<file path="src/rtl/fp_mult_normalize_round_if.sv">
// Operand/product bus into the FP multiplier normalize/round stage and the packed result bus out of it.
// Handshake: a transfer happens on a rising edge where valid && ready; a source holds valid and data until that edge.
interface fp_mult_normalize_round_if #(
   parameter int FRAC_W = 23,
   parameter int EXP_W  = 8
);
   logic                    in_valid;
   logic                    in_ready;
   logic                    sign_in;
   logic [EXP_W-1:0]        exp_a;
   logic [EXP_W-1:0]        exp_b;
   logic [FRAC_W-1:0]       frac_a;
   logic [FRAC_W-1:0]       frac_b;
   logic [FRAC_W-1:0]       hi_product;
   logic [FRAC_W-1:0]       low_product;
   logic                    out_valid;
   logic                    out_ready;
   logic [EXP_W+FRAC_W:0]   result;
   logic                    flag_ovf;
   logic                    flag_unf;
   logic                    flag_inexact;

   modport master (
      output in_valid, sign_in, exp_a, exp_b, frac_a, frac_b, hi_product, low_product, out_ready,
      input  in_ready, out_valid, result, flag_ovf, flag_unf, flag_inexact
   );

   modport slave (
      input  in_valid, sign_in, exp_a, exp_b, frac_a, frac_b, hi_product, low_product, out_ready,
      output in_ready, out_valid, result, flag_ovf, flag_unf, flag_inexact
   );
endinterface

</file>
<file path="src/rtl/fp_mult_normalize_round.sv">
// FP multiplier back end: rebuild the significand product, normalize, round-to-nearest-even, pack.
// Define FP_NORM_SPECIALS_EN to treat exponent field all-ones as inf/NaN instead of an ordinary value.
module fp_mult_normalize_round #(
   parameter int FRAC_W = 23,
   parameter int EXP_W  = 8,
   parameter int BIAS   = 127
) (
   input  logic                      clk,
   input  logic                      reset,
   fp_mult_normalize_round_if.slave  bus,
   output logic [2:0]                dbg_state
);
   localparam int PW = 2*FRAC_W + 2;
   localparam int EW = EXP_W + 2;
   localparam logic signed [EW-1:0] EXP_MAX = EW'((1 << EXP_W) - 1);
   localparam logic signed [EW-1:0] BIAS_E  = EW'(BIAS);
   localparam logic signed [EW-1:0] E_ZERO  = '0;
   localparam logic signed [EW-1:0] E_ONE   = EW'(1);

   typedef enum logic [2:0] {IDLE, ASSEMBLE, NORM, ROUND, DONE} state_t;
   state_t state, state_next;

   logic                  sign_q;
   logic [EXP_W-1:0]      exp_a_q, exp_b_q;
   logic [FRAC_W-1:0]     frac_a_q, frac_b_q, hi_q, low_q;
   logic [PW-1:0]         p_q, p_asm;
   logic signed [EW-1:0]  e_q, e_asm, e_rnd;
   logic                  sticky_q;
   logic [EXP_W+FRAC_W:0] result_q, res_c;
   logic                  ovf_q, unf_q, inexact_q;
   logic                  ovf_res, unf_res, inx_res;
   logic [FRAC_W-1:0]     f_trunc;
   logic [FRAC_W:0]       f_sum;
   logic                  guard, sticky_all, round_up, zero_in;
`ifdef FP_NORM_SPECIALS_EN
   logic                  inf_a, inf_b, nan_a, nan_b;
`endif

   always_ff @(posedge clk) begin
      if (reset) state <= IDLE;
      else       state <= state_next;
   end

   always_comb begin
      state_next = state;
      case (state)
         IDLE:     if (bus.in_valid) state_next = ASSEMBLE;
         ASSEMBLE: state_next = NORM;
         NORM:     state_next = ROUND;
         ROUND:    state_next = DONE;
         DONE:     if (bus.out_ready) state_next = IDLE;
         default:  state_next = IDLE;
      endcase
   end

   always_comb begin
      bus.in_ready  = (state == IDLE);
      bus.out_valid = (state == DONE);
      dbg_state     = state;
   end

   // (1+fa)(1+fb) scaled by 2^46 = 2^46 + fa<<23 + fb<<23 + fa*fb
   always_comb begin
      p_asm = {2'b01, {(2*FRAC_W){1'b0}}}
            + ({{(FRAC_W+2){1'b0}}, frac_a_q} << FRAC_W)
            + ({{(FRAC_W+2){1'b0}}, frac_b_q} << FRAC_W)
            + {2'b00, hi_q, low_q};
      e_asm = $signed({2'b00, exp_a_q}) + $signed({2'b00, exp_b_q}) - BIAS_E;
   end

   always_comb begin
      f_trunc    = p_q[PW-3 -: FRAC_W];
      guard      = p_q[FRAC_W-1];
      sticky_all = (|p_q[FRAC_W-2:0]) | sticky_q;
      round_up   = guard & (sticky_all | f_trunc[0]);
      f_sum      = {1'b0, f_trunc} + {{FRAC_W{1'b0}}, round_up};
      // A mantissa carry leaves f_sum[FRAC_W-1:0] all zero, so only the exponent needs bumping.
      e_rnd      = e_q + $signed({{(EW-1){1'b0}}, f_sum[FRAC_W]});
      zero_in    = (exp_a_q == '0) || (exp_b_q == '0);
      res_c      = {sign_q, e_rnd[EXP_W-1:0], f_sum[FRAC_W-1:0]};
      ovf_res    = 1'b0;
      unf_res    = 1'b0;
      inx_res    = guard | sticky_all;
      if (zero_in) begin
         res_c   = {sign_q, {(EXP_W+FRAC_W){1'b0}}};
         inx_res = 1'b0;
      end else if (e_rnd >= EXP_MAX) begin
         res_c   = {sign_q, {EXP_W{1'b1}}, {FRAC_W{1'b0}}};
         ovf_res = 1'b1;
         inx_res = 1'b1;
      end else if (e_rnd <= E_ZERO) begin
         res_c   = {sign_q, {(EXP_W+FRAC_W){1'b0}}};
         unf_res = 1'b1;
         inx_res = 1'b1;
      end
`ifdef FP_NORM_SPECIALS_EN
      inf_a = (exp_a_q == '1) && (frac_a_q == '0);
      inf_b = (exp_b_q == '1) && (frac_b_q == '0);
      nan_a = (exp_a_q == '1) && (frac_a_q != '0);
      nan_b = (exp_b_q == '1) && (frac_b_q != '0);
      if (nan_a || nan_b || (inf_a && exp_b_q == '0) || (inf_b && exp_a_q == '0)) begin
         res_c   = {1'b0, {EXP_W{1'b1}}, 1'b1, {(FRAC_W-1){1'b0}}};
         ovf_res = 1'b0;
         unf_res = 1'b0;
         inx_res = 1'b0;
      end else if (inf_a || inf_b) begin
         res_c   = {sign_q, {EXP_W{1'b1}}, {FRAC_W{1'b0}}};
         ovf_res = 1'b0;
         unf_res = 1'b0;
         inx_res = 1'b0;
      end
`endif
   end

   always_ff @(posedge clk) begin
      if (reset) begin
         sign_q    <= 1'b0;
         exp_a_q   <= '0;
         exp_b_q   <= '0;
         frac_a_q  <= '0;
         frac_b_q  <= '0;
         hi_q      <= '0;
         low_q     <= '0;
         p_q       <= '0;
         e_q       <= '0;
         sticky_q  <= 1'b0;
         result_q  <= '0;
         ovf_q     <= 1'b0;
         unf_q     <= 1'b0;
         inexact_q <= 1'b0;
      end else begin
         case (state)
            IDLE: if (bus.in_valid) begin
               sign_q   <= bus.sign_in;
               exp_a_q  <= bus.exp_a;
               exp_b_q  <= bus.exp_b;
               frac_a_q <= bus.frac_a;
               frac_b_q <= bus.frac_b;
               hi_q     <= bus.hi_product;
               low_q    <= bus.low_product;
            end
            ASSEMBLE: begin
               p_q      <= p_asm;
               e_q      <= e_asm;
               sticky_q <= 1'b0;
            end
            NORM: if (p_q[PW-1]) begin
               p_q      <= p_q >> 1;
               e_q      <= e_q + E_ONE;
               sticky_q <= p_q[0];
            end
            ROUND: begin
               result_q  <= res_c;
               ovf_q     <= ovf_res;
               unf_q     <= unf_res;
               inexact_q <= inx_res;
            end
            default: ;
         endcase
      end
   end

   always_comb begin
      bus.result       = result_q;
      bus.flag_ovf     = ovf_q;
      bus.flag_unf     = unf_q;
      bus.flag_inexact = inexact_q;
   end
endmodule
</file>
<file path="src/flat_wrapper.sv">
// flat-port wrapper written by rule: the top's interface ports become plain ports
module fp_mult_normalize_round_flat 
#(
   parameter int FRAC_W = 23,
   parameter int EXP_W  = 8,
   parameter int BIAS   = 127
)
  (clk, reset, dbg_state, bus_in_valid, bus_sign_in, bus_exp_a, bus_exp_b, bus_frac_a, bus_frac_b, bus_hi_product, bus_low_product, bus_out_ready, bus_in_ready, bus_out_valid, bus_result, bus_flag_ovf, bus_flag_unf, bus_flag_inexact);
  fp_mult_normalize_round_if #(.FRAC_W(FRAC_W), .EXP_W(EXP_W)) bus_i ();
  input  logic clk;
  input  logic reset;
  output logic [2:0] dbg_state;
  input wire logic [$bits(bus_i.in_valid)-1:0] bus_in_valid;
  input wire logic [$bits(bus_i.sign_in)-1:0] bus_sign_in;
  input wire logic [$bits(bus_i.exp_a)-1:0] bus_exp_a;
  input wire logic [$bits(bus_i.exp_b)-1:0] bus_exp_b;
  input wire logic [$bits(bus_i.frac_a)-1:0] bus_frac_a;
  input wire logic [$bits(bus_i.frac_b)-1:0] bus_frac_b;
  input wire logic [$bits(bus_i.hi_product)-1:0] bus_hi_product;
  input wire logic [$bits(bus_i.low_product)-1:0] bus_low_product;
  input wire logic [$bits(bus_i.out_ready)-1:0] bus_out_ready;
  output wire logic [$bits(bus_i.in_ready)-1:0] bus_in_ready;
  output wire logic [$bits(bus_i.out_valid)-1:0] bus_out_valid;
  output wire logic [$bits(bus_i.result)-1:0] bus_result;
  output wire logic [$bits(bus_i.flag_ovf)-1:0] bus_flag_ovf;
  output wire logic [$bits(bus_i.flag_unf)-1:0] bus_flag_unf;
  output wire logic [$bits(bus_i.flag_inexact)-1:0] bus_flag_inexact;
  assign bus_i.in_valid = bus_in_valid;
  assign bus_i.sign_in = bus_sign_in;
  assign bus_i.exp_a = bus_exp_a;
  assign bus_i.exp_b = bus_exp_b;
  assign bus_i.frac_a = bus_frac_a;
  assign bus_i.frac_b = bus_frac_b;
  assign bus_i.hi_product = bus_hi_product;
  assign bus_i.low_product = bus_low_product;
  assign bus_i.out_ready = bus_out_ready;
  assign bus_in_ready = bus_i.in_ready;
  assign bus_out_valid = bus_i.out_valid;
  assign bus_result = bus_i.result;
  assign bus_flag_ovf = bus_i.flag_ovf;
  assign bus_flag_unf = bus_i.flag_unf;
  assign bus_flag_inexact = bus_i.flag_inexact;
  fp_mult_normalize_round #(.FRAC_W(FRAC_W), .EXP_W(EXP_W), .BIAS(BIAS)) u_core (.clk(clk), .reset(reset), .bus(bus_i), .dbg_state(dbg_state));
endmodule
</file>
<file path="config.mk">
export PLATFORM = sky130hd
export DESIGN_NAME = fp_mult_normalize_round_flat
export DESIGN_NICKNAME = d
export VERILOG_FILES = /design/src/rtl/fp_mult_normalize_round_if.sv /design/src/rtl/fp_mult_normalize_round.sv /design/src/flat_wrapper.sv
export SDC_FILE = /design/constraint.sdc
export NUM_CORES = 1
export LEC_CHECK = 0
export ABC_CLOCK_PERIOD_IN_PS = 6750
export CORE_MARGIN = 5
export CORE_UTILIZATION = 59
export DETAILED_ROUTE_END_ITERATION = 6
export GPL_ROUTABILITY_DRIVEN = 0
export PLACE_DENSITY = 0.82
export SLEW_MARGIN = 20
export SYNTH_ARGS = -nofsm -noshare
export SYNTH_HDL_FRONTEND = slang
export SYNTH_SLANG_ARGS = --single-unit
</file>
<file path="constraint.sdc">
create_clock -name clk -period 6.75 [get_ports clk]
set_input_delay 1.35 -clock clk [delete_from_list [all_inputs] [get_ports clk]]
set_output_delay 1.35 -clock clk [all_outputs]
set_load 0.03 [all_outputs]
</file>
* Word-level counts from Yosys, hierarchy flattened
Cells that the tools add are included.
** Operators by class
- Add/sub/neg operators :: 8
- $mul :: 0
- Div/mod/pow operators :: 0
- Magnitude comparators :: 2
- Eq/ne operators :: 7
- Shift operators :: 0
- Muxes and demuxes :: 20
- Bitwise gates (word level) :: 4
- Reduce and logical (&&, ||, !) cells :: 9
** Operator list (count)
- $add A48 B46 Y48 :: 2
- $pmux W48 S2 :: 1
- $mux W31 :: 3
- $add A47 B46 Y48 const A :: 1
- $mux W47 :: 1
- $add A23 B1 Y24 :: 1
- $reduce_or A22 Y1 :: 1
- $pmux W10 S2 :: 1
- $logic_not A8 Y1 :: 2
- $pmux W3 S5 :: 1
- $add A10 B2 Y10 :: 1
- $add A10 B2 Y10 const B :: 1
- $ge A10 B9 Y1 const B :: 1
- $le A10 B1 Y1 const B :: 1
- $mux W10 :: 1
- $sub A10 B8 Y10 const B :: 1
- $add A8 B8 Y9 :: 1
- $mux W1 :: 9
- $eq A3 B2 Y1 const B :: 2
- $mux W3 :: 2
- $reduce_and A2 Y1 :: 3
- $ne A2 B2 Y1 const B :: 2
- $eq A3 B1 Y1 const B :: 1
- $eq A3 B3 Y1 const B :: 1
- other kinds (7) :: 9
** Storage, ports and cells
- Register bits after elaboration :: 206
- Bits in latches :: 0
- RAM bits :: 0
- Memory bits (read-only) :: 0
- Input bits :: 113
- Output and inout bits :: 40
- Logic and storage cells :: 66
- Memories kept :: 0

* Logic depth before layout (Yosys ltp)
Gate-level depths: netlist of the first run.
- Depth after elaboration :: 10
- Gate-level depth with buffers :: 18
- Depth with buffers taken out :: 15

* Least setup slack after synthesis of the first run
OpenSTA, ideal clock, no wires.
- Path type :: register -> register
- Start :: reg u_core.p_q[25]
- End :: reg u_core.result_q[2], in the netlist u_core.bus.result[2]
- Setup time :: 128 ps
- Data arrival time :: 3225 ps
- Required time :: 6622 ps
- Setup slack :: 3397 ps
- Stages on the path, launching flop included :: 18
- Path buffers :: 3
- Cells stage by stage :: dfxtp_1 -> and3_1 -> and3_1 -> nand3_2 -> or2_2 -> clkbuf_1 -> nor2_1 -> ha_1 -> ha_1 -> xor2_1 -> and3_1 -> nand4_1 -> o31a_1 -> and3b_2 -> buf_2 -> buf_6 -> a22oi_1 -> nor2_1
** On the way
- Longest elaborated chain between the ends :: 6
- Elaborated cells between the ends (all ways) :: 7
** RTL lines
- start: declaration :: line fp_mult_normalize_round.sv:26 : logic [PW-1:0] p_q, p_asm;
- start signal: assignment :: line fp_mult_normalize_round.sv:143 : p_q <= p_asm;
- start signal: assignment :: line fp_mult_normalize_round.sv:148 : p_q <= p_q >> 1;
- $add A23 B1 Y24 (*) :: line fp_mult_normalize_round.sv:76 : f_sum = {1'b0, f_trunc} + {{FRAC_W{1'b0}}, round_up};
- $add A10 B2 Y10 :: line fp_mult_normalize_round.sv:78 : e_rnd = e_q + $signed({{(EW-1){1'b0}}, f_sum[FRAC_W]});
- $le A10 B1 Y1 :: line fp_mult_normalize_round.sv:91 : end else if (e_rnd <= E_ZERO) begin
- $mux W31 :: line fp_mult_normalize_round.sv:91
- $mux W31 (*) :: line fp_mult_normalize_round.sv:87 : end else if (e_rnd >= EXP_MAX) begin
- $mux W31 (*) :: line fp_mult_normalize_round.sv:84 : if (zero_in) begin
- end signal: assignment :: line fp_mult_normalize_round.sv:153 : result_q <= res_c;
- end: declaration :: line fp_mult_normalize_round.sv:29 : logic [EXP_W+FRAC_W:0] result_q, res_c;
Mark *: on every way between the ends. The rest lies on a longest branch, timed or not.
A chain may end at the register's enable or synchronous reset.

* Final worst setup path of the first run
- Start :: reg u_core.p_q[22]
- End :: reg u_core.inexact_q, in the netlist u_core.bus.flag_inexact
** On the way
- Longest elaborated chain between the ends :: 7
- Elaborated cells between the ends (all ways) :: 9
** RTL lines
- $and A1 B1 Y1 :: line fp_mult_normalize_round.sv:75 : round_up = guard & (sticky_all | f_trunc[0]);
- $add A23 B1 Y24 :: line fp_mult_normalize_round.sv:76
- $add A10 B2 Y10 :: line fp_mult_normalize_round.sv:78
- $le A10 B1 Y1 :: line fp_mult_normalize_round.sv:91
- $mux W1 :: line fp_mult_normalize_round.sv:91
- $mux W1 (*) :: line fp_mult_normalize_round.sv:87
- $mux W1 (*) :: line fp_mult_normalize_round.sv:84
- end signal: assignment :: line fp_mult_normalize_round.sv:156 : inexact_q <= inx_res;
- end: declaration :: line fp_mult_normalize_round.sv:30 : logic ovf_q, unf_q, inexact_q;
Marks and branches as above.

==> qor.csv, run 1 <==
stage,metric,value,unit
timing,layout_min_cycle_time,3.73,ns
final_layout,design.final.nets,1581,
clock_network,clockRootBuffer,clkbuf_16,
setup_path,rr_startpoint,u_core.p_q[22],
setup_path,worst_ep_required_time,7.11,ns
yosys,synthesis.area_per_instance,8.00,µm²
final_layout,area_growth_syn_to_layout,21.2,%
final_layout,stdcell_count,1645,
setup_path,crit-reg2reg-capture,u_core.bus.flag_inexact,
clock_network,post_cts.repair.setup_buffers,0,
yosys,synth_top_area_cell,dfxtp_1,
timing,timing.setup.tns,0,ns
grt,largest_net_degree_at_the_start_of_global_routing,140,
placement,placed_cells_incl_taps,1606,
floorplan,pin_count,153,
timing,finalMaxSlewViolations,0,
setup_path,timing_worst_setup_path_type,reg2reg,
setup_path,critical_path.max_stage_delay,0.52,ns
clock_network,post_cts_hold_buffer_count,0,
setup_path,r2r_slack,3.02,ns
setup_path,critical_path.max_fanout,5,
clock_network,worst_setup_hold_path_clk_slew,0.06,ns
yosys,mappedNetlistNets,1487,
drt,initialDrtViolationCount,662,
grt,grt_first_pass_wirelength,42300,µm
yosys,post_synthesis_cell_area,10500,µm²
drt,detail_route.drc_violations,0,
clock_network,postCtsResizedCells,0,
grt,grt_usage,24.5,%
drt,routedWlPerCell,15.7,µm
yosys,ys.warnings.count,0,
setup_path,timing.critical_path.max_delay_family,simple AND/OR/NAND/NOR gates,
placement,port_buffers,152,
hold_path,holdPathStages,2,
setup_path,wp_data_arrival,4.09,ns
timing,setup_viol,0,
yosys,register_bit_count_reported_by_yosys,206,
drt,routed_via_density,5.72,
floorplan,core_region_area,17400,µm²
final_layout,drive_above_1_share,4.65,%
hold_path,holdPathEnd,u_core.frac_b_q[0],
hold_path,worst_hold_path_type,reg2reg,
final_layout,most-common-layout-cells,"nand2_1 (333), dfxtp_1 (206), a21oi_1 (158)",
floorplan,fp.dieW,143,µm
setup_path,reg2reg_depth,15,
final_layout,final_area,12700,µm²
yosys,count_of_flip_flops_with_a_built_in_enable_after_synthesis,0,
timing,grt_setup_unrepaired,no,
drt,routed-via-count,9411,
timing,max_slew.worst_pin.slew,1.00,ns
clock_network,htreeDepth,1,
power_and_ir_drop,largest_vdd_supply_drop,0.199,mV
drt,drt_pass1_iterations,5,
grt,number_of_antenna_violations_at_the_first_check_in_global_routing,0,
timing,slew_headroom,33.1,%
yosys,ys_seq_area_share,39.2,%
floorplan,row_count,48,
placement,placed_cell_area,12000,µm²
timing,clock-skew-final,0.0130,ns
floorplan,die_h,143,µm
clock_network,cts_tree,built,
setup_path,critical_path_buf_inv_count,0,
final_layout,final_common_cell,nand2_1,
hold_path,timing.hold.worst.start,u_core.frac_b_q[0],
setup_path,critical_path.startpoint_type,flop,
job,maxCapViolCount,0,
setup_path,worstPathCellList,and2_1 > and3_1 > nand3_2 > or2_2 > nor2_1 > ha_1 > ha_1 > nand3_1 > o21ai_0 > o31ai_1 > nand4_1 > nand2_1 > or4_4 > a221oi_2 > nor2_1,
timing,final_hold_viol_count,0,
floorplan,design.die.area,20600,µm²
setup_path,crit_slowest_cell,or4_4,
power_and_ir_drop,cellPowerDensity,261,nW/µm²
clock_network,clockBufferDepth,3,
yosys,syn-instance-count,1313,
grt,grt_pass1_vias,8792,
timing,period_share,55.3,%
yosys,async_reset_ff_share,0,%
status,result_of_the_run,completed,
grt,globalRouteOverflowTotal,0,
yosys,yosysUniqueCellTypes,66,
clock_network,clock_sinks,206,
yosys,post-synth-top-area-fraction,39.2,%
floorplan,initial_core_util,60.3,%
yosys,netlist_top_cells_area,"dfxtp_1 (39%), nand2_1 (12%), a21oi_1 (7.5%)",
power_and_ir_drop,power_leakage,4.96,nW
drt,wirelength,25800,µm
setup_path,worst_setup_path_end_kind,flop,
clock_network,cts_buffers,23,
final_layout,antenna_cells,0,
timing,max_clock_freq,268,MHz
clock_network,worst_skew_pair.late_latency,0.50,ns
placement,dp_hpwl,18000,µm
yosys,most_frequently_used_flop_master_after_synthesis,dfxtp_1,
drt,postRouteAntennaNets,0,
## where the power goes
part | switching [mW] | total (mW) | internal [mW]
logic | 0.407 | 0.705 | 0.298
clock network | 0.476 | 1.20 | 0.724
registers | 0.105 | 1.42 | 1.32
## layer usage
metal / vias to the layer above / part of all wire [%] / global-route usage, % / routed length, µm
met1: 4350 / 45 / 34.0 / 11500
met3: 52 / 6.2 / 3.96 / 1600
met4: 0 / 3.1 / 7.38 / 790
met5: - / 0 / 0 / 0
li1: 4717 / - / - / -
met2: 292 / 46 / 39.6 / 11900
## registers in the layout, summed over array words and instances, names as in the netlist
name,flops
u_core.p_q,48
u_core.bus.result,32
u_core.frac_a_q,23
u_core.frac_b_q,23
u_core.hi_q,23
u_core.low_q,23
u_core.e_q,10
u_core.exp_a_q,8
u_core.exp_b_q,8
u_core.dbg_state,3
u_core.bus.flag_inexact,1
u_core.bus.flag_ovf,1
u_core.bus.flag_unf,1
u_core.sign_q,1
u_core.sticky_q,1
## Yosys cell counts (all sizes together), types with 3 or more instances
master / number
nand2: 334
dfxtp: 206
a21oi: 160
nor2: 108
clkbuf: 69
xnor2: 37
ha: 36
o21ai: 35
a311oi: 31
a22oi: 25
fa: 25
xor2: 23
buf: 20
nand3: 19
nor3: 19
and3: 18
a21o: 15
inv: 15
a221oi: 13
nor4: 12
nand4: 11
a211oi: 7
a31oi: 6
and2: 6
nor2b: 6
o21a: 6
nand2b: 5
o21bai: 5
mux2i: 4
or3: 4
and4: 3
o211ai: 3
o22ai: 3
## area by class of cell
| cell class | count | area (µm²) |
|---|---|---|
| flip-flops and latches | 206 | 4120 |
| inverters | 15 | 56.3 |
| multi-input cells | 1003 | 5960 |
| fillers | 1392 | 4680 |
| clock inverters | 5 | 52.6 |
| repair buffers | 158 | 1590 |
| well taps | 225 | 282 |
| clock buffers | 33 | 673 |
## worst max path at each step
stage,cells past startpoint,from,slack (ns),endpoint
after global placement,15,u_core.p_q[22],3.23,u_core.bus.flag_inexact
after CTS,15,u_core.p_q[25],3.06,u_core.bus.flag_inexact
after floorplan,17,u_core.p_q[25],3.40,u_core.bus.result[2]
after global routing,15,u_core.p_q[25],2.71,u_core.bus.flag_inexact
after detailed placement,15,u_core.p_q[25],3.08,u_core.bus.flag_inexact
final,15,u_core.p_q[22],3.02,u_core.bus.flag_inexact
## tightest hold or removal path: stages (launching register included)
cell	delay [ns]
dfxtp_1	0.31
nand2_1	0.05
a21oi_1	0.05
## kinds of logic after synthesis
group,synth area share (%)
simple gates,22.5
fa+ha+maj,9.05
xor+xnor,5.07
buf+inv,4.19
mux,0.595
compound gates,19.3
flops,39.2
## per-stage QoR
step | util (%) | total power, mW | setup WS (ns) | hold WS (ns)
5_1_grt | 73.1 | 3.50 | 2.71 | 0.477
4_1_cts | 73.0 | 3.34 | 3.06 | 0.456
3_5_place_dp | 68.8 | 2.14 | 3.08 | 0.447
3_3_place_gp | 68.8 | 2.12 | 3.23 | 0.444
2_1_floorplan | - | 1.92 | 3.40 | 0.436
6_report | 73.1 | 3.33 | 3.02 | 0.454
(Power assumes the default switching activity.)
==> run 2: changes to the inputs <==
- ABC_CLOCK_PERIOD_IN_PS: 6750 -> 3300
- CORE_UTILIZATION: 59 -> 50
- PLACE_DENSITY: 0.82 -> 0.73
- clock period: 6.75 -> 3.3 ns (I/O delays scaled with it)
==> qor.csv, run 2 (synthesized netlist as in run 1, its figures left out) <==
stage,metric,value,unit
clock_network,cts_tree,built,
floorplan,fp.dieW,155,µm
drt,drt_pass1_iterations,5,
final_layout,drive_above_1_share,7.77,%
final_layout,max_reg_flops,48,
final_layout,most-common-layout-cells,"nand2_1 (331), dfxtp_1 (205), a21oi_1 (158)",
drt,postRouteAntennaNets,0,
setup_path,timing.critical_path.from,u_core.p_q[26],
clock_network,worst_skew_pair.late_latency,0.50,ns
timing,period_share,95.4,%
timing,finalMaxSlewViolations,0,
setup_path,r2r_slack,0.15,ns
clock_network,htreeDepth,1,
timing,grt_setup_unrepaired,no,
final_layout,design.final.nets,1613,
clock_network,clockRootBuffer,clkbuf_16,
setup_path,worst_ep_required_time,3.67,ns
grt,number_of_antenna_violations_at_the_first_check_in_global_routing,0,
final_layout,layout.core_utilization,63.0,%
timing,max_clock_freq,318,MHz
setup_path,critical_path.max_fanout,3,
floorplan,core_region_area,20900,µm²
setup_path,rr_startpoint,u_core.p_q[26],
placement,dp_hpwl,19200,µm
clock_network,cts_buffers,22,
drt,routedWlPerCell,15.2,µm
timing,timing.setup.tns,0,ns
final_layout,area_growth_syn_to_layout,25.2,%
drt,routed-via-count,9473,
timing,clock-skew-final,0.0150,ns
drt,wirelength,26200,µm
final_layout,fill_cells,1851,
timing,final_hold_viol_count,0,
setup_path,crit-reg2reg-capture,u_core.bus.flag_inexact,
final_layout,final_area,13200,µm²
status,result_of_the_run,completed,
setup_path,timing_worst_setup_path_type,reg2reg,
timing,layout_min_cycle_time,3.15,ns
grt,largest_net_degree_at_the_start_of_global_routing,81,
placement,pre_cts_slack,-0.0331,ns
grt,grt_pass1_vias,8963,
placement,placed_cell_area,12300,µm²
drt,detail_route.drc_violations,0,
setup_path,wp_data_arrival,3.52,ns
setup_path,critical_path_buf_inv_count,0,
clock_network,clockBufferDepth,3,
setup_path,worst-path-stages,15,
floorplan,initial_core_util,50.3,%
floorplan,design.die.area,24000,µm²
final_layout,antenna_cells,0,
hold_path,timing.hold.worst.start,u_core.low_q[13],
setup_path,worst_setup_path_end_kind,flop,
setup_path,critical_path.max_stage_delay,0.52,ns
setup_path,crit_slowest_cell,or4_4,
floorplan,die_h,155,µm
timing,slew_headroom,37.7,%
job,maxCapViolCount,0,
hold_path,worst_hold_path_type,reg2reg,
power_and_ir_drop,largest_vdd_supply_drop,0.337,mV
floorplan,row_count,53,
timing,finalWorstSetupSlack,0.151,ns
clock_network,worst_setup_hold_path_clk_slew,0.06,ns
setup_path,critical_path.startpoint_type,flop,
timing,max_slew.worst_pin.slew,0.934,ns
floorplan,pin_count,153,
final_layout,largest_register,u_core.p_q,
setup_path,endpoint,u_core.bus.flag_inexact,
clock_network,post_cts_hold_buffer_count,0,
power_and_ir_drop,total_power,6.95,mW
drt,initialDrtViolationCount,544,
setup_path,worstPathCellList,and3_4 > and3_4 > nand3_2 > or2_2 > nor2_4 > ha_4 > ha_4 > nand3_2 > o21ai_2 > o31ai_2 > nand4_1 > nand2_2 > or4_4 > a221oi_2 > nor2_1,
grt,globalRouteOverflowTotal,0,
grt,grt_first_pass_wirelength,43600,µm
grt,grt_usage,21.3,%
placement,port_buffers,152,
setup_path,reg2reg_depth,15,
drt,routed_via_density,5.48,
power_and_ir_drop,cellPowerDensity,528,nW/µm²
clock_network,clock_sinks,206,
power_and_ir_drop,power_leakage,5.14,nW
timing,setup_viol,0,
final_layout,final_common_cell,nand2_1,
setup_path,timing.critical_path.max_delay_family,simple AND/OR/NAND/NOR gates,
run 2: cell types whose count changed in the layout (fill, tap and decap cells not counted), moves of 2 or more:
cell	before	now
nand2_1	333	331
ha_4	0	2
buf_12	0	3
and3_1	15	13
clkbuf_8	6	4
and3_4	1	3
nand2_2	0	2
inv_6	0	2
buf_4	5	36
ha_1	36	34
run 2: worst min path at each step:
stage | cells past startpoint | slack [ns] | endpoint
2_1_floorplan | 2 | 0.44 | u_core.sign_q
3_3_place_gp | 2 | 0.45 | u_core.low_q[21]
3_5_place_dp | 2 | 0.45 | u_core.low_q[3]
4_1_cts | 2 | 0.46 | u_core.low_q[13]
5_1_grt | 2 | 0.47 | u_core.low_q[3]
6_report | 2 | 0.45 | u_core.low_q[13]
run 2: report_power, final:
part	switching, mW	leakage (nW)	internal [mW]
sequential	0.185	1.68	2.69
combinational	0.893	3.08	0.658
clock	0.999	0.373	1.52
run 2: final cells by class:
type	count	area (µm²)	share of cell area, %
Clock buffer	30	642	4.88
Clock inverter	9	106	0.808
Timing Repair Buffer	191	1850	14.1
Inverter	15	56.3	0.428
Multi-Input combinational cell	1003	6030	45.8
Tap cell	275	344	2.61
Sequential cell	206	4130	31.3
run 2: through the flow:
step | hold slack (ns) | std cells
global route | 0.474 | 1729
global placement | 0.445 | 1689
detailed placement | 0.449 | 1689
floorplan | 0.436 | 1313
finish | 0.455 | 1729
CTS | 0.460 | 1728
run 2: routing by layer:
layer | vias up | wire [µm] | track usage (%)
met3 | 47 | 1300 | 3.14
met2 | 218 | 12000 | 33.6
li1 | 4797 | - | -
met5 | - | 0 | 0
met4 | 0 | 566 | 5.55
met1 | 4411 | 12400 | 30.6
run 2: what timing repair did:
| action | in CTS | in global routing |
|---|---|---|
| gates resized for setup | 1 | 12 |
| setup buffers | 0 | 1 |
| pin swaps | 0 | 4 |
| endpoints found under the setup margin | 1 | 26 |
run 2: worst min-delay path: cells and delay by family, from the launching register on:
kind / cells / cell delay, ns
flip-flops: 1 / 0.31
AND/OR/NAND/NOR: 1 / 0.05
AO/OA/AOI/OAI: 1 / 0.05
==> run 3: changes to the inputs <==
==> constraint.sdc (replaced) <==
create_clock -name clk -period 3.3 [get_ports clk]
set_input_delay 0.33 -clock clk [delete_from_list [all_inputs] [get_ports clk]]
set_output_delay 0.33 -clock clk [all_outputs]
set_load 0.03 [all_outputs]
==> qor.csv, run 3 (synthesized netlist as in run 1, its figures left out) <==
stage,metric,value,unit
final_layout,area_growth_syn_to_layout,25.9,%
placement,pre_cts_slack,-0.0602,ns
clock_network,clockRootBuffer,clkbuf_16,
clock_network,cts_buffers,23,
clock_network,worst_skew_pair.late_latency,0.50,ns
grt,globalRouteOverflowTotal,0,
grt,grt_pass1_vias,8995,
timing,max_clock_freq,320,MHz
job,maxCapViolCount,0,
hold_path,worst_hold_path_type,in2reg,
drt,wirelength,26300,µm
power_and_ir_drop,share_comb_of_total_power,21.8,%
power_and_ir_drop,p_sw_share,29.0,%
floorplan,die_h,155,µm
grt,met3_usage,3.56,%
drt,routedWlPerCell,15.1,µm
floorplan,pin_count,153,
timing,layout_min_cycle_time,3.12,ns
drt,detail_route.drc_violations,0,
power_and_ir_drop,power.net_switching,2.07,mW
drt,routed_via_density,5.49,
floorplan,design.die.area,24000,µm²
timing,period_share,94.6,%
grt,most_utilized_layer_in_the_global_route_result,met2,
final_layout,largest_register,u_core.p_q,
clock_network,clockBufferDepth,3,
grt,grt_first_pass_wirelength,42900,µm
drt,initialDrtViolationCount,588,
grt,number_of_antenna_violations_at_the_first_check_in_global_routing,0,
status,result_of_the_run,completed,
floorplan,core_region_area,20900,µm²
power_and_ir_drop,largest_vdd_supply_drop,0.294,mV
setup_path,worstPathCellList,and3_1 > and3_4 > nand3_2 > or2_4 > nor2_4 > ha_2 > ha_4 > nand3_2 > o21ai_2 > o31ai_2 > nand4_1 > nand2_1 > or4_4 > a221oi_2 > nor2_1,
floorplan,row_count,53,
final_layout,most-common-layout-cells,"nand2_1 (332), dfxtp_1 (205), a21oi_1 (157)",
setup_path,timing.critical_path.mode_cell,nand3_2,
placement,placed_cell_area,12300,µm²
clock_network,htreeDepth,1,
clock_network,post_cts_hold_buffer_count,0,
setup_path,wp_data_arrival,3.50,ns
grt,grt_use_met1,28.9,%
power_and_ir_drop,sequentialPowerShare,40.3,%
final_layout,final_common_cell,nand2_1,
timing,final_hold_viol_count,0,
timing,slew_headroom,35.8,%
setup_path,critical_path.startpoint_type,flop,
timing,max_slew.worst_pin.slew,0.962,ns
power_and_ir_drop,power_leakage,5.19,nW
final_layout,design.final.nets,1619,
final_layout,final_area,13200,µm²
final_layout,antenna_cells,0,
clock_network,clock_sinks,206,
grt,largest_net_degree_at_the_start_of_global_routing,66,
setup_path,worst_ep_required_time,3.68,ns
final_layout,max_reg_flops,48,
drt,drt_pass1_iterations,5,
drt,postRouteAntennaNets,0,
clock_network,cts_tree,built,
drt,routed-via-count,9528,
timing,finalWorstSetupSlack,0.177,ns
floorplan,fp.dieW,155,µm
power_and_ir_drop,clock_power_share,37.9,%
setup_path,critical_path.max_fanout,3,
setup_path,critical_path.max_stage_delay,0.53,ns
setup_path,crit_slowest_cell,or4_4,
final_layout,drive_above_1_share,8.22,%
timing,finalMaxSlewViolations,0,
final_layout,fill_cells,1844,
clock_network,worst_setup_hold_path_clk_slew,0.06,ns
timing,clock-skew-final,0.0120,ns
setup_path,timing_worst_setup_path_type,reg2reg,
setup_path,worst_setup_path_end_kind,flop,
floorplan,initial_core_util,50.3,%
placement,dp_hpwl,19300,µm
timing,setup_viol,0,
power_and_ir_drop,cellPowerDensity,539,nW/µm²
grt,grt_usage,21.0,%
placement,port_buffers,152,
power_and_ir_drop,internal_power,5.06,mW
grt,globalRouteMet2Util,33.9,%
run 3: changes by cell type in the layout (fill, tap and decap cells not counted), moves of 2 or more:
cell	previous run	this run
buf_4	36	43
bufinv_16	2	4
buf_12	3	1
clkbuf_8	4	6
inv_6	2	0
run 3: final cells by class:
type / instances / area [µm²] / share of cell area, %
clock inverters: 8 / 143 / 1.08
well taps: 275 / 344 / 2.60
flip-flops and latches: 206 / 4130 / 31.2
repair buffers: 196 / 1870 / 14.1
multi-input cells: 1003 / 6030 / 45.6
inverters: 15 / 56.3 / 0.426
clock buffers: 31 / 666 / 5.03
run 3: power groups by stage:
stage | logic (mW) | registers, mW | clock network, mW
after floorplan | 1.04 | 2.89 | 0
after global placement | 1.51 | 2.92 | 0
after detailed placement | 1.53 | 2.93 | 0
after CTS | 1.54 | 2.87 | 2.76
after global routing | 1.73 | 2.91 | 2.86
final | 1.55 | 2.88 | 2.71
run 3: repair_timing:
action                     CTS  global route
setup buffers                1             1
gates resized for setup      2            12
pin swaps                    0             2
setup endpoints to repair   24            26
run 3: worst max-delay path, delay by kind of cell (launching register included):
kind	cells	cell delay, ns
compound gates	3	0.54
flops	1	0.34
simple gates	10	1.77
fa+ha+maj	2	0.36
run 3: per-stage QoR:
stage / hold slack (ns) / utilization [%] / std cells / power [mW] / TNS [ns]
3_5_place_dp: 0.447 / 59.1 / 1693 / 4.45 / -0.172
3_3_place_gp: 0.445 / 59.1 / 1693 / 4.43 / 0
4_1_cts: 0.228 / 63.0 / 1733 / 7.17 / 0
6_report: 0.238 / 63.3 / 1734 / 7.14 / 0
2_1_floorplan: 0.436 / - / 1313 / 3.93 / 0
5_1_grt: 0.262 / 63.3 / 1734 / 7.49 / -0.00699
run 3: final timing paths:
path	from	endpoint	slack [ns]	cells after the start
max	u_core.p_q[27]	u_core.bus.flag_inexact	0.18	15
min	reset	u_core.bus.result[31]	0.24	2
max reg2reg	u_core.p_q[27]	u_core.bus.flag_inexact	0.18	15
min reg2reg	u_core.low_q[13]	u_core.low_q[13]	0.46	2
run 3: layer usage:
layer  routed length [µm]  vias to the layer above
met5                    0                        -
met4                  661                        0
met3                 1560                       48
met2                12000                      259
met1                12000                     4415
li1                     -                     4806
